==> config.mk <==
export PLATFORM = sky130hd
export DESIGN_NAME = gat_bram_loader
export DESIGN_NICKNAME = d
export VERILOG_FILES = /design/src/rtl/gat_pkg.sv /design/src/rtl/gat_bram_region_writer.sv /design/src/rtl/gat_bram_loader.sv
export SDC_FILE = /design/constraint.sdc
export NUM_CORES = 1
export LEC_CHECK = 0
export CORE_MARGIN = 3
export CORE_UTILIZATION = 40
export CTS_CLUSTER_DIAMETER = 100
export DETAILED_ROUTE_END_ITERATION = 16
export DONT_BUFFER_PORTS = 1
export PLACE_DENSITY_LB_ADDON = 0.15
export SLEW_MARGIN = 10
export SYNTH_ARGS = -nofsm -noshare
export SYNTH_HDL_FRONTEND = slang
export SYNTH_SLANG_ARGS = --single-unit
export TNS_END_PERCENT = 10
==> constraint.sdc <==
create_clock -name clk -period 10.8 [get_ports clk]
set_input_delay 2.16 -clock clk [delete_from_list [all_inputs] [get_ports clk]]
set_output_delay 2.16 -clock clk [all_outputs]
set_load 0.03 [all_outputs]
==> src/rtl/gat_pkg.sv <==
// Constants shared by the GAT accelerator and its host-side BRAM loader,
// plus the loader FSM state encoding.
package gat_pkg;

  localparam int GAT_TOP_WIDTH         = 32;
  localparam int GAT_H_DATA_DEPTH      = 242101;
  localparam int GAT_NODE_INFO_DEPTH   = 13264;
  localparam int GAT_WEIGHT_DEPTH      = 22928;
  localparam int GAT_NEW_FEATURE_DEPTH = 43328;
  localparam int GAT_FEAT_RD_LATENCY   = 2;

  localparam int GAT_H_DATA_ADDR_W      = $clog2(GAT_H_DATA_DEPTH);
  localparam int GAT_NODE_INFO_ADDR_W   = $clog2(GAT_NODE_INFO_DEPTH);
  localparam int GAT_WEIGHT_ADDR_W      = $clog2(GAT_WEIGHT_DEPTH);
  localparam int GAT_NEW_FEATURE_ADDR_W = $clog2(GAT_NEW_FEATURE_DEPTH);

  typedef enum logic [2:0] {
    ST_IDLE     = 3'd0,
    ST_LOAD_H   = 3'd1,
    ST_LOAD_NI  = 3'd2,
    ST_LOAD_W   = 3'd3,
    ST_WAIT_GAT = 3'd4,
    ST_RD_ADDR  = 3'd5,
    ST_RD_WAIT  = 3'd6,
    ST_RD_OUT   = 3'd7
  } loader_state_t;

endpackage

==> src/rtl/gat_bram_region_writer.sv <==
// One BRAM write region: counts accepted words, registers data and byte address,
// and issues a one-cycle write strobe per word; done rises with the final strobe.
module gat_bram_region_writer #(
  parameter int DATA_W = 32,
  parameter int ADDR_W = 8
) (
  input  logic              clk,
  input  logic              rst_n,
  input  logic              start_i,
  input  logic [ADDR_W:0]   len_i,
  input  logic              en_i,
  input  logic              hs_i,
  input  logic [DATA_W-1:0] data_i,
  output logic              last_o,
  output logic              empty_o,
  output logic [DATA_W-1:0] din_o,
  output logic              ena_o,
  output logic              wea_o,
  output logic [ADDR_W+1:0] addra_o,
  output logic              done_o
);

  localparam logic [ADDR_W:0] ONE = {{ADDR_W{1'b0}}, 1'b1};

  logic [ADDR_W:0]   len_q, len_d;
  logic [ADDR_W:0]   idx_q, idx_d;
  logic [DATA_W-1:0] din_q, din_d;
  logic [ADDR_W+1:0] addr_q, addr_d;
  logic              stb_q, stb_d;
  logic              done_q, done_d;
  logic              take_s;

  assign take_s  = en_i && hs_i;
  assign last_o  = take_s && (idx_q == (len_q - ONE));
  assign empty_o = (len_q == '0);

  // A zero-length region is already done the moment it is started.
  always_comb begin
    len_d  = len_q;
    idx_d  = idx_q;
    din_d  = din_q;
    addr_d = addr_q;
    stb_d  = 1'b0;
    done_d = done_q;
    if (start_i) begin
      len_d  = len_i;
      idx_d  = '0;
      done_d = (len_i == '0);
    end else if (take_s) begin
      din_d  = data_i;
      addr_d = {idx_q[ADDR_W-1:0], 2'b00};
      stb_d  = 1'b1;
      if (last_o) begin
        idx_d  = '0;
        done_d = 1'b1;
      end else begin
        idx_d = idx_q + ONE;
      end
    end else begin
      stb_d = 1'b0;
    end
  end

  always_ff @(posedge clk or negedge rst_n) begin
    if (!rst_n) begin
      len_q  <= '0;
      idx_q  <= '0;
      din_q  <= '0;
      addr_q <= '0;
      stb_q  <= 1'b0;
      done_q <= 1'b0;
    end else begin
      len_q  <= len_d;
      idx_q  <= idx_d;
      din_q  <= din_d;
      addr_q <= addr_d;
      stb_q  <= stb_d;
      done_q <= done_d;
    end
  end

  assign din_o   = din_q;
  assign ena_o   = stb_q;
  assign wea_o   = stb_q;
  assign addra_o = addr_q;
  assign done_o  = done_q;

endmodule

==> src/rtl/gat_bram_loader.sv <==
// Host-side BRAM master for the GAT accelerator: streams DMA words into the
// H-data, node-info and weight BRAMs, then reads the new-feature BRAM back out.
module gat_bram_loader
  import gat_pkg::*;
#(
  parameter int TOP_WIDTH          = GAT_TOP_WIDTH,
  parameter int H_DATA_DEPTH       = GAT_H_DATA_DEPTH,
  parameter int NODE_INFO_DEPTH    = GAT_NODE_INFO_DEPTH,
  parameter int WEIGHT_DEPTH       = GAT_WEIGHT_DEPTH,
  parameter int NEW_FEATURE_DEPTH  = GAT_NEW_FEATURE_DEPTH,
  parameter int FEAT_RD_LATENCY    = GAT_FEAT_RD_LATENCY,
  parameter int H_DATA_ADDR_W      = $clog2(H_DATA_DEPTH),
  parameter int NODE_INFO_ADDR_W   = $clog2(NODE_INFO_DEPTH),
  parameter int WEIGHT_ADDR_W      = $clog2(WEIGHT_DEPTH),
  parameter int NEW_FEATURE_ADDR_W = $clog2(NEW_FEATURE_DEPTH)
) (
  input  logic                          clk,
  input  logic                          rst_n,
  input  logic                          start,
  input  logic [H_DATA_ADDR_W:0]        h_data_words,
  input  logic [NODE_INFO_ADDR_W:0]     node_info_words,
  input  logic [WEIGHT_ADDR_W:0]        wgt_words,
  input  logic [NEW_FEATURE_ADDR_W:0]   feat_words,
  input  logic [TOP_WIDTH-1:0]          s_axis_tdata,
  input  logic                          s_axis_tvalid,
  input  logic                          s_axis_tlast,
  output logic                          s_axis_tready,
  output logic [TOP_WIDTH-1:0]          h_data_bram_din,
  output logic                          h_data_bram_ena,
  output logic                          h_data_bram_wea,
  output logic [H_DATA_ADDR_W+1:0]      h_data_bram_addra,
  output logic [TOP_WIDTH-1:0]          h_node_info_bram_din,
  output logic                          h_node_info_bram_ena,
  output logic                          h_node_info_bram_wea,
  output logic [NODE_INFO_ADDR_W+1:0]   h_node_info_bram_addra,
  output logic [TOP_WIDTH-1:0]          wgt_bram_din,
  output logic                          wgt_bram_ena,
  output logic                          wgt_bram_wea,
  output logic [WEIGHT_ADDR_W+1:0]      wgt_bram_addra,
  output logic                          h_data_bram_load_done,
  output logic                          h_node_info_bram_load_done,
  output logic                          wgt_bram_load_done,
  input  logic                          gat_ready,
  output logic [NEW_FEATURE_ADDR_W+1:0] feat_bram_addrb,
  input  logic [TOP_WIDTH-1:0]          feat_bram_dout,
  output logic [TOP_WIDTH-1:0]          m_axis_tdata,
  output logic                          m_axis_tvalid,
  output logic                          m_axis_tlast,
  input  logic                          m_axis_tready,
  output logic                          busy,
  output logic                          load_err
);

  localparam logic [NEW_FEATURE_ADDR_W:0] FEAT_ONE = {{NEW_FEATURE_ADDR_W{1'b0}}, 1'b1};
  localparam logic [1:0]                  LAT_LAST = 2'(FEAT_RD_LATENCY - 1);

  loader_state_t state_q, state_d;

  logic start_acc_s, s_hs_s, m_hs_s, final_word_s, wait_done_s, rd_last_s;
  logic h_last_s, ni_last_s, w_last_s;
  logic h_empty_s, ni_empty_s, w_empty_s;

  logic                            s_tready_q, s_tready_d;
  logic                            busy_q, busy_d;
  logic                            load_err_q, load_err_d;
  logic [NEW_FEATURE_ADDR_W:0]     feat_len_q, feat_len_d;
  logic [NEW_FEATURE_ADDR_W:0]     rd_idx_q, rd_idx_d;
  logic [1:0]                      wait_cnt_q, wait_cnt_d;
  logic [NEW_FEATURE_ADDR_W+1:0]   addrb_q, addrb_d;
  logic [TOP_WIDTH-1:0]            m_tdata_q, m_tdata_d;
  logic                            m_tvalid_q, m_tvalid_d;
  logic                            m_tlast_q, m_tlast_d;

  assign start_acc_s = start && (state_q == ST_IDLE);
  assign s_hs_s      = s_axis_tvalid && s_tready_q;
  assign m_hs_s      = (state_q == ST_RD_OUT) && m_axis_tready;
  assign wait_done_s = (state_q == ST_RD_WAIT) && (wait_cnt_q == LAT_LAST);
  assign rd_last_s   = (rd_idx_q == (feat_len_q - FEAT_ONE));
  // The overall last word is the final word of the last non-empty region.
  assign final_word_s = (h_last_s && ni_empty_s && w_empty_s) ||
                        (ni_last_s && w_empty_s) || w_last_s;

  gat_bram_region_writer #(.DATA_W(TOP_WIDTH), .ADDR_W(H_DATA_ADDR_W)) u_h_writer (
    .clk(clk), .rst_n(rst_n), .start_i(start_acc_s), .len_i(h_data_words),
    .en_i(state_q == ST_LOAD_H), .hs_i(s_hs_s), .data_i(s_axis_tdata),
    .last_o(h_last_s), .empty_o(h_empty_s), .din_o(h_data_bram_din),
    .ena_o(h_data_bram_ena), .wea_o(h_data_bram_wea), .addra_o(h_data_bram_addra),
    .done_o(h_data_bram_load_done)
  );

  gat_bram_region_writer #(.DATA_W(TOP_WIDTH), .ADDR_W(NODE_INFO_ADDR_W)) u_ni_writer (
    .clk(clk), .rst_n(rst_n), .start_i(start_acc_s), .len_i(node_info_words),
    .en_i(state_q == ST_LOAD_NI), .hs_i(s_hs_s), .data_i(s_axis_tdata),
    .last_o(ni_last_s), .empty_o(ni_empty_s), .din_o(h_node_info_bram_din),
    .ena_o(h_node_info_bram_ena), .wea_o(h_node_info_bram_wea),
    .addra_o(h_node_info_bram_addra), .done_o(h_node_info_bram_load_done)
  );

  gat_bram_region_writer #(.DATA_W(TOP_WIDTH), .ADDR_W(WEIGHT_ADDR_W)) u_w_writer (
    .clk(clk), .rst_n(rst_n), .start_i(start_acc_s), .len_i(wgt_words),
    .en_i(state_q == ST_LOAD_W), .hs_i(s_hs_s), .data_i(s_axis_tdata),
    .last_o(w_last_s), .empty_o(w_empty_s), .din_o(wgt_bram_din),
    .ena_o(wgt_bram_ena), .wea_o(wgt_bram_wea), .addra_o(wgt_bram_addra),
    .done_o(wgt_bram_load_done)
  );

  always_ff @(posedge clk or negedge rst_n) begin
    if (!rst_n) begin
      state_q <= ST_IDLE;
    end else begin
      state_q <= state_d;
    end
  end

  // Empty regions are skipped without spending a cycle in their state.
  always_comb begin
    state_d = state_q;
    case (state_q)
      ST_IDLE: begin
        if (start) begin
          if (h_data_words != '0)         state_d = ST_LOAD_H;
          else if (node_info_words != '0) state_d = ST_LOAD_NI;
          else if (wgt_words != '0)       state_d = ST_LOAD_W;
          else                            state_d = ST_WAIT_GAT;
        end else begin
          state_d = ST_IDLE;
        end
      end
      ST_LOAD_H: begin
        if (h_last_s) begin
          if (!ni_empty_s)     state_d = ST_LOAD_NI;
          else if (!w_empty_s) state_d = ST_LOAD_W;
          else                 state_d = ST_WAIT_GAT;
        end else begin
          state_d = ST_LOAD_H;
        end
      end
      ST_LOAD_NI: begin
        if (ni_last_s) begin
          if (!w_empty_s) state_d = ST_LOAD_W;
          else            state_d = ST_WAIT_GAT;
        end else begin
          state_d = ST_LOAD_NI;
        end
      end
      ST_LOAD_W: begin
        if (w_last_s) state_d = ST_WAIT_GAT;
        else          state_d = ST_LOAD_W;
      end
      ST_WAIT_GAT: begin
        if (gat_ready) begin
          if (feat_len_q == '0) state_d = ST_IDLE;
          else                  state_d = ST_RD_ADDR;
        end else begin
          state_d = ST_WAIT_GAT;
        end
      end
      ST_RD_ADDR: state_d = ST_RD_WAIT;
      ST_RD_WAIT: begin
        if (wait_done_s) state_d = ST_RD_OUT;
        else             state_d = ST_RD_WAIT;
      end
      ST_RD_OUT: begin
        if (m_axis_tready) begin
          if (rd_last_s) state_d = ST_IDLE;
          else           state_d = ST_RD_ADDR;
        end else begin
          state_d = ST_RD_OUT;
        end
      end
      default: state_d = ST_IDLE;
    endcase
  end

  always_comb begin
    s_tready_d = (state_d == ST_LOAD_H) || (state_d == ST_LOAD_NI) || (state_d == ST_LOAD_W);
    busy_d     = (state_d != ST_IDLE);
    feat_len_d = start_acc_s ? feat_words : feat_len_q;

    if (start_acc_s) begin
      load_err_d = 1'b0;
    end else if (s_hs_s && (s_axis_tlast != final_word_s)) begin
      load_err_d = 1'b1;
    end else begin
      load_err_d = load_err_q;
    end

    if (start_acc_s) begin
      rd_idx_d = '0;
    end else if (m_hs_s) begin
      rd_idx_d = rd_idx_q + FEAT_ONE;
    end else begin
      rd_idx_d = rd_idx_q;
    end

    // The read address is launched on entry to RD_ADDR and held until the next one.
    if (state_d == ST_RD_ADDR) begin
      addrb_d = {rd_idx_d[NEW_FEATURE_ADDR_W-1:0], 2'b00};
    end else begin
      addrb_d = addrb_q;
    end

    wait_cnt_d = (state_q == ST_RD_WAIT) ? (wait_cnt_q + 2'd1) : 2'd0;
    m_tdata_d  = wait_done_s ? feat_bram_dout : m_tdata_q;
    m_tvalid_d = (state_d == ST_RD_OUT);
    m_tlast_d  = (state_d == ST_RD_OUT) && rd_last_s;
  end

  always_ff @(posedge clk or negedge rst_n) begin
    if (!rst_n) begin
      s_tready_q <= 1'b0;
      busy_q     <= 1'b0;
      load_err_q <= 1'b0;
      feat_len_q <= '0;
      rd_idx_q   <= '0;
      wait_cnt_q <= 2'd0;
      addrb_q    <= '0;
      m_tdata_q  <= '0;
      m_tvalid_q <= 1'b0;
      m_tlast_q  <= 1'b0;
    end else begin
      s_tready_q <= s_tready_d;
      busy_q     <= busy_d;
      load_err_q <= load_err_d;
      feat_len_q <= feat_len_d;
      rd_idx_q   <= rd_idx_d;
      wait_cnt_q <= wait_cnt_d;
      addrb_q    <= addrb_d;
      m_tdata_q  <= m_tdata_d;
      m_tvalid_q <= m_tvalid_d;
      m_tlast_q  <= m_tlast_d;
    end
  end

  assign s_axis_tready   = s_tready_q;
  assign busy            = busy_q;
  assign load_err        = load_err_q;
  assign feat_bram_addrb = addrb_q;
  assign m_axis_tdata    = m_tdata_q;
  assign m_axis_tvalid   = m_tvalid_q;
  assign m_axis_tlast    = m_tlast_q;

endmodule

# After elaboration in Yosys (flattened, before gate mapping)
# Index checks and enable logic that the tools add are counted.
[op_classes] n_addsub=9 n_eq_ne=18 muxes=44 n_bitwise=1 n_reduce_logical=44
[op_table] cell="19-bit 2-to-1 mux" count=3
[op_table] cell="16-bit 2-to-1 mux" count=3
[op_table] cell="15-bit 2-to-1 mux" count=3
[op_table] cell="3-bit 2-to-1 mux" count=13
[op_table] cell="17-bit 2-to-1 mux" count=2
[op_table] cell="16-bit zero test" count=2
[op_table] cell="15-bit zero test" count=2
[op_table] cell="3-bit case mux with 8 select lines" count=1
[op_table] cell="19-bit by 1-bit adder with 19-bit output (second input constant)" count=1
[op_table] cell="19-bit == test" count=1
[op_table] cell="19-bit zero test" count=1
[op_table] cell="19-bit nonzero test" count=1
[op_table] cell="19-bit by 1-bit subtractor with 19-bit output (second input constant)" count=1
[op_table] cell="3-bit == test (second input constant)" count=6
[op_table] cell="1-bit 2-to-1 mux" count=18
[op_table] cell="17-bit by 1-bit adder with 17-bit output (second input constant)" count=1
[op_table] cell="17-bit == test" count=1
[op_table] cell="17-bit zero test" count=1
[op_table] cell="17-bit by 1-bit subtractor with 17-bit output (second input constant)" count=1
[op_table] cell="16-bit by 1-bit adder with 16-bit output (second input constant)" count=1
[op_table] cell="16-bit == test" count=1
[op_table] cell="16-bit nonzero test" count=1
[op_table] cell="2-bit nonzero test" count=8
[op_table] cell="16-bit by 1-bit subtractor with 16-bit output (second input constant)" count=1
[op_table] cell="16 further kinds" count=42
[word_totals] ff_bits=341 inputBits=138 output_inout_bits=213 wordCells=146

# Logic depth before layout (Yosys ltp)
[logic_depth] word_depth=11 mapped_depth=13 depth_no_buf=11

# Modules after synthesis
# From an unflattened synthesis, not the netlist that was laid out.
[unflattened] cells_unflattened=1759 hier_area_um2=16998.8
[by_module_without_submodules] module="gat_bram_loader" instances=1 cells_per_inst=432 area_per_inst_um2=4833.4 seq_area_each_um2=2302.2
[by_module_without_submodules] module="gat_bram_region_writer at u_h_writer" instances=1 cells_per_inst=485 area_per_inst_um2=4493.1 seq_area_each_um2=2252.2
[by_module_without_submodules] module="gat_bram_region_writer at u_w_writer" instances=1 cells_per_inst=431 area_per_inst_um2=3950.0 seq_area_each_um2=2026.9
[by_module_without_submodules] module="gat_bram_region_writer at u_ni_writer" instances=1 cells_per_inst=411 area_per_inst_um2=3722.3 seq_area_each_um2=1951.9

# Worst setup path after synthesis
# Ideal clock, no wire load.
[synth_path] kind="input to register" from="input s_axis_tvalid" to="register addrb_q[10] (netlist: feat_bram_addrb[10])" setup_time_ps=125 t_arrival_ps=4673 required_time_ps=10675 slack_ps=6002 stages=11 path_buffers=2 path_cell_list="nand3_1 -> or3_1 -> clkbuf_1 -> nor3_1 -> nand4bb_1 -> nor4b_1 -> a221o_2 -> nor3_1 -> nor4_4 -> buf_8 -> mux2_4"
[synth_via] elab_chain_len=6 elab_cells_between_ends=12 cone_classes="eq/ne (1); mux (4); reduce/logical (7)"
[synth_rtl] item="start, declared" line="gat_bram_loader.sv:25" rtl="input logic s_axis_tvalid,"
[synth_rtl] item="1-bit logical AND *" line="gat_bram_loader.sv:75" rtl="assign s_hs_s = s_axis_tvalid && s_tready_q;"
[synth_rtl] item="1-bit logical AND" line="gat_bram_region_writer.sv:33" rtl="assign take_s = en_i && hs_i;"
[synth_rtl] item="1-bit logical AND" line="gat_bram_region_writer.sv:34" rtl="assign last_o = take_s && (idx_q == (len_q - ONE));"
[synth_rtl] item="3-bit 2-to-1 mux (on tied branches)" line="gat_bram_loader.sv:147, gat_bram_loader.sv:130, gat_bram_loader.sv:139"
[synth_rtl] item="3-bit case mux with 8 select lines *" line="gat_bram_loader.sv:118" rtl="case (state_q)"
[synth_rtl] item="3-bit == test *" line="gat_bram_loader.sv:197" rtl="if (state_d == ST_RD_ADDR) begin"
[synth_rtl] item="end signal, assigned" line="gat_bram_loader.sv:228" rtl="addrb_q <= addrb_d;"
[synth_rtl] item="end, declared" line="gat_bram_loader.sv:69" rtl="logic [NEW_FEATURE_ADDR_W+1:0] addrb_q, addrb_d;"
# Every way passes the cells marked *; elsewhere a longest branch is shown, timed or not.
# A chain may end at the register's enable or synchronous reset.

# Worst setup path in the final report
[layout_path] from="input s_axis_tvalid" to="register addrb_q[17] (netlist: feat_bram_addrb[17])"
# Same word-level chain as after synthesis.

==> impl_metrics.tcl <==
set metrics [dict create \
    cts_htree_levels 2 \
    maxSlewViolCount 0 \
    worst_ir_drop_vdd_mv 0.168 \
    drt-total-wl_microns 44200 \
    antenna_found_initial 0 \
    post_synth_xor_area_fraction_pct 5.86 \
    seq_area_frac_synth_pct 52.4 \
    die_h_microns 208 \
    synth-async-reset-ratio_pct 100 \
    relSlewSlack_pct 30.3 \
    final_period_minus_worst_setup_slack_ns 5.17 \
    worst-setup-path-type "in -> reg" \
    grt_setup_unrepaired "false" \
    synthCells 1618 \
    globalplace.congestion 0.841 \
    via_per_inst 5.42 \
    power_density_nw_per_um2 282 \
    critical_path_arrival_ns 5.59 \
    remaining_drc_errors 0 \
    unique_masters_post_synth 75 \
    place_ws_ns 4.97 \
    critPathMaxFanout 53 \
    number_of_global_route_vias_before_repair 11600 \
    timing.critical_path.cells "nand3_1 -> or3_2 -> buf_4 -> nor3_1 -> nand4bb_1 -> nor4b_1 -> a221o_2 -> nor3_1 -> nor4_4 -> buf_4 -> mux2_2" \
    num_vias 11600 \
    cts_tree "built" \
    drt-pass1-iter-count 5 \
    drt-wirelength-per-cell_microns 20.7 \
    synth_compound_area_share_pct 6.42 \
    final_hold_violations 0 \
    worst_clock_skew_ns 0.0148 \
    postCtsSetupBuffers 0 \
    mean_instance_size_in_the_synthesized_netlist_sq_um 10.1 \
    crit_buf_inv 2 \
    worst_hold_path_type "reg -> reg" \
    fillCellCount 3839 \
    nets 1737 \
    dr.first_iter.drc_count 809 \
    synth-edff-count 0 \
    cts_hold_buf 0 \
    max-clock-path-buffers 3 \
    timing.critical_path.slowest_cell_delay_ns 0.69 \
    cts_sink_count 341 \
    ctsResizeCount 0 \
    synth.mux.area_fraction_pct 10.3 \
    grt_pass1_wl_microns 69600 \
    antenna-diode-count 0 \
    std_cell_rows 73 \
    synth_simple_gate_area_share_pct 21.5 \
    placed_wire_length_estimate_microns 31400 \
    max_freq_ghz 0.194 \
    floorplan.io_pins 351 \
    cts_made_buffers 39 \
    total_congestion_overflow 0 \
    slowest_stage "sky130_fd_sc_hd__nor4b_1" \
    cts_root_buf "sky130_fd_sc_hd__clkbuf_16" \
    track_usage_pct 20.1 \
    setup-tns-final_ns 0 \
    areaGrowthSynthToFinish_pct 9.89 \
    synth_top_cell_area_share_pct 52.4 \
    post-place-cells 2074 \
    critical_path.top_delay_family "simple AND/OR/NAND/NOR gates" \
    path_clk_slew_ns 0.06 \
    worst-slew-pin-transition_ns 1.04 \
    critPathCaptureType "flop" \
    route.antenna.remaining_nets 0 \
    design.die.area_sq_um 43200 \
    synth.top_cells.by_area "sky130_fd_sc_hd__dfrtp_1, sky130_fd_sc_hd__mux2_2, sky130_fd_sc_hd__nand2_1, sky130_fd_sc_hd__xnor2_1, sky130_fd_sc_hd__o21ai_0" \
    floorplan.initialDensity_pct 40.7 \
    crit_path_start_kind "primary input" \
    clock_latency_ns 0.55 \
    core_sq_um 40000 \
    cap_viol_max_count 0 \
    setup_ws_ns 5.63 \
    synth_warnings 0 \
    mappedNetlistArea_sq_um 16300 \
    final_core_utilization_pct 44.8 \
    drive_above_1_share_pct 14.6 \
    yosys_register_bits 341 \
    pin_count_of_the_biggest_net_entering_global_routing 342 \
    post_synth_adder_cell_area_pct 0.691 \
    synth_largest_area_cell "sky130_fd_sc_hd__dfrtp_1" \
    timing.final.setup_violations 0 \
    instances_no_fill 2139 \
    leakage_nw 8.21 \
    placement.io_buffers 0 \
    ys.flop_type "sky130_fd_sc_hd__dfrtp_1" \
    layout_worst_path_cycle_share_pct 47.8 \
    synth_top_family_by_area "simple AND/OR/NAND/NOR gates" \
    status "completed" \
    timing.critical_path.required_ns 11.23 \
    dieWidth_microns 208 \
]
==> registers in the layout, indices dropped and copies added (netlist names), 2 cells and up <==
register	count
rd_idx_q	17
u_ni_writer.len_q	15
u_h_writer.addra_o	18
u_h_writer.len_q	19
u_w_writer.din_o	32
u_ni_writer.din_o	32
m_axis_tdata	32
u_h_writer.idx_q	19
feat_len_q	17
wait_cnt_q	2
feat_bram_addrb	16
u_ni_writer.idx_q	15
u_ni_writer.addra_o	14
u_w_writer.addra_o	15
u_w_writer.len_q	16
state_q	3
u_w_writer.idx_q	16
u_h_writer.din_o	32
==> synthesized netlist by cell type, types with 4 or more instances <==
library cell / n
sky130_fd_sc_hd__a211oi_1: 4
sky130_fd_sc_hd__a21oi_1: 18
sky130_fd_sc_hd__a31oi_1: 12
sky130_fd_sc_hd__and3_1: 33
sky130_fd_sc_hd__buf_1: 12
sky130_fd_sc_hd__buf_2: 4
sky130_fd_sc_hd__buf_4: 11
sky130_fd_sc_hd__clkbuf_1: 55
sky130_fd_sc_hd__dfrtp_1: 341
sky130_fd_sc_hd__ha_1: 9
sky130_fd_sc_hd__inv_1: 21
sky130_fd_sc_hd__mux2_2: 132
sky130_fd_sc_hd__mux2_4: 10
sky130_fd_sc_hd__mux2i_1: 4
sky130_fd_sc_hd__nand2_1: 385
sky130_fd_sc_hd__nand2b_1: 17
sky130_fd_sc_hd__nand3_1: 57
sky130_fd_sc_hd__nand3b_1: 9
sky130_fd_sc_hd__nand4_1: 18
sky130_fd_sc_hd__nand4b_1: 4
sky130_fd_sc_hd__nor2_1: 67
sky130_fd_sc_hd__nor2b_1: 16
sky130_fd_sc_hd__nor3_1: 40
sky130_fd_sc_hd__nor3b_1: 10
sky130_fd_sc_hd__nor4_1: 29
sky130_fd_sc_hd__nor4_2: 4
sky130_fd_sc_hd__o2111ai_1: 4
sky130_fd_sc_hd__o21ai_0: 93
sky130_fd_sc_hd__o31ai_1: 7
sky130_fd_sc_hd__or3_1: 11
sky130_fd_sc_hd__or3b_2: 4
sky130_fd_sc_hd__or4_1: 9
sky130_fd_sc_hd__xnor2_1: 58
sky130_fd_sc_hd__xor2_1: 51
==> worst register-to-register path: cells and delay by family (launching register included) <==
family / cells / cell delay (ns)
AO/OA/AOI/OAI: 3 / 0.55
buffers and inverters: 1 / 0.33
flip-flops: 1 / 0.52
multiplexers: 1 / 0.38
AND/OR/NAND/NOR: 5 / 2.71
==> final timing paths <==
check / to / slack, ns / cells after the start / startpoint
setup / recovery: feat_bram_addrb[17] / 5.63 / 11 / s_axis_tvalid
hold / removal: wait_cnt_q[0] / 0.45 / 1 / wait_cnt_q[0]
setup reg to reg: feat_bram_addrb[17] / 6.21 / 10 / state_q[1]
hold reg to reg: wait_cnt_q[0] / 0.45 / 1 / wait_cnt_q[0]
max in group asynchronous: u_h_writer.idx_q[10] / 8.80 / 0 / rst_n
min in group asynchronous: u_ni_writer.din_o[3] / 1.30 / 0 / rst_n
==> per-stage QoR <==
stage	hold slack, ns	power [mW]	area (sq um)
3_3_place_gp	0.431	3.75	16700
3_5_place_dp	0.434	3.79	16700
6_report	0.447	5.05	17900
2_1_floorplan	0.415	3.43	16300
4_1_cts	0.444	5.10	17900
5_1_grt	0.473	5.34	17900
==> cell type report <==
class / instances / area, sq um / share of cell area, %
Tap cell: 525 / 657 / 3.67
Timing Repair Buffer: 8 / 60.1 / 0.335
Multi-Input combinational cell: 1178 / 7340 / 41.0
Clock buffer: 53 / 1090 / 6.08
Sequential cell: 341 / 8530 / 47.7
Inverter: 22 / 82.6 / 0.461
Clock inverter: 12 / 146 / 0.818
==> layout by cell type, fill, tap and decap left out, types with 4 or more instances in the layout <==
master and instances:
sky130_fd_sc_hd__dfrtp_1 341, sky130_fd_sc_hd__nand2_1 384, sky130_fd_sc_hd__clkbuf_16 39, sky130_fd_sc_hd__a211oi_1 4
sky130_fd_sc_hd__o2111ai_1 4, sky130_fd_sc_hd__nand4b_1 4, sky130_fd_sc_hd__clkbuf_1 8, sky130_fd_sc_hd__nor4_1 29
sky130_fd_sc_hd__or3_1 10, sky130_fd_sc_hd__or3b_2 4, sky130_fd_sc_hd__conb_1 8, sky130_fd_sc_hd__nand3_1 57
sky130_fd_sc_hd__mux2i_1 4, sky130_fd_sc_hd__nor3b_1 9, sky130_fd_sc_hd__nor2_1 66, sky130_fd_sc_hd__inv_1 20
sky130_fd_sc_hd__nor2b_1 16, sky130_fd_sc_hd__buf_4 8, sky130_fd_sc_hd__a21oi_1 18, sky130_fd_sc_hd__nor4_2 4
sky130_fd_sc_hd__xnor2_1 58, sky130_fd_sc_hd__a31oi_1 12, sky130_fd_sc_hd__o21ai_0 93, sky130_fd_sc_hd__mux2_4 10
sky130_fd_sc_hd__nand2b_1 17, sky130_fd_sc_hd__clkbuf_8 6, sky130_fd_sc_hd__ha_1 9, sky130_fd_sc_hd__clkinv_2 4
sky130_fd_sc_hd__nand4_1 18, sky130_fd_sc_hd__nor3_1 40, sky130_fd_sc_hd__nand3b_1 9, sky130_fd_sc_hd__o31ai_1 7
sky130_fd_sc_hd__and3_1 33, sky130_fd_sc_hd__xor2_1 51, sky130_fd_sc_hd__or4_1 9, sky130_fd_sc_hd__mux2_2 132
==> cells by family (layout without fill, tap and decap cells) <==
family / Yosys count / after routing
AOI/OAI and AO/OA: 172 / 172
DFF: 341 / 341
adders and majority gates: 9 / 9
buffers and inverters: 106 / 95
and+or+nand+nor: 734 / 734
other: 1 / 8
muxes: 146 / 146
xor gates and xnor gates: 109 / 109
==> routing by layer <==
layer  global-route usage, %  up-vias  part of all wire, %
met5                       0        -                    0
met4                    5.42        0                  2.4
met3                    4.88       72                  5.8
met2                    31.5      272                   46
met1                    28.1     5749                   46
li1                        -     5501                    -
==> report_power, final <==
| part | internal [mW] | leakage [nW] | switching (mW) |
|---|---|---|---|
| clock | 0.755 | 0.603 | 0.535 |
| sequential | 1.65 | 4.46 | 0.951 |
| combinational | 0.549 | 3.14 | 0.604 |
No activity file was read; power rests on OpenSTA's default activity.
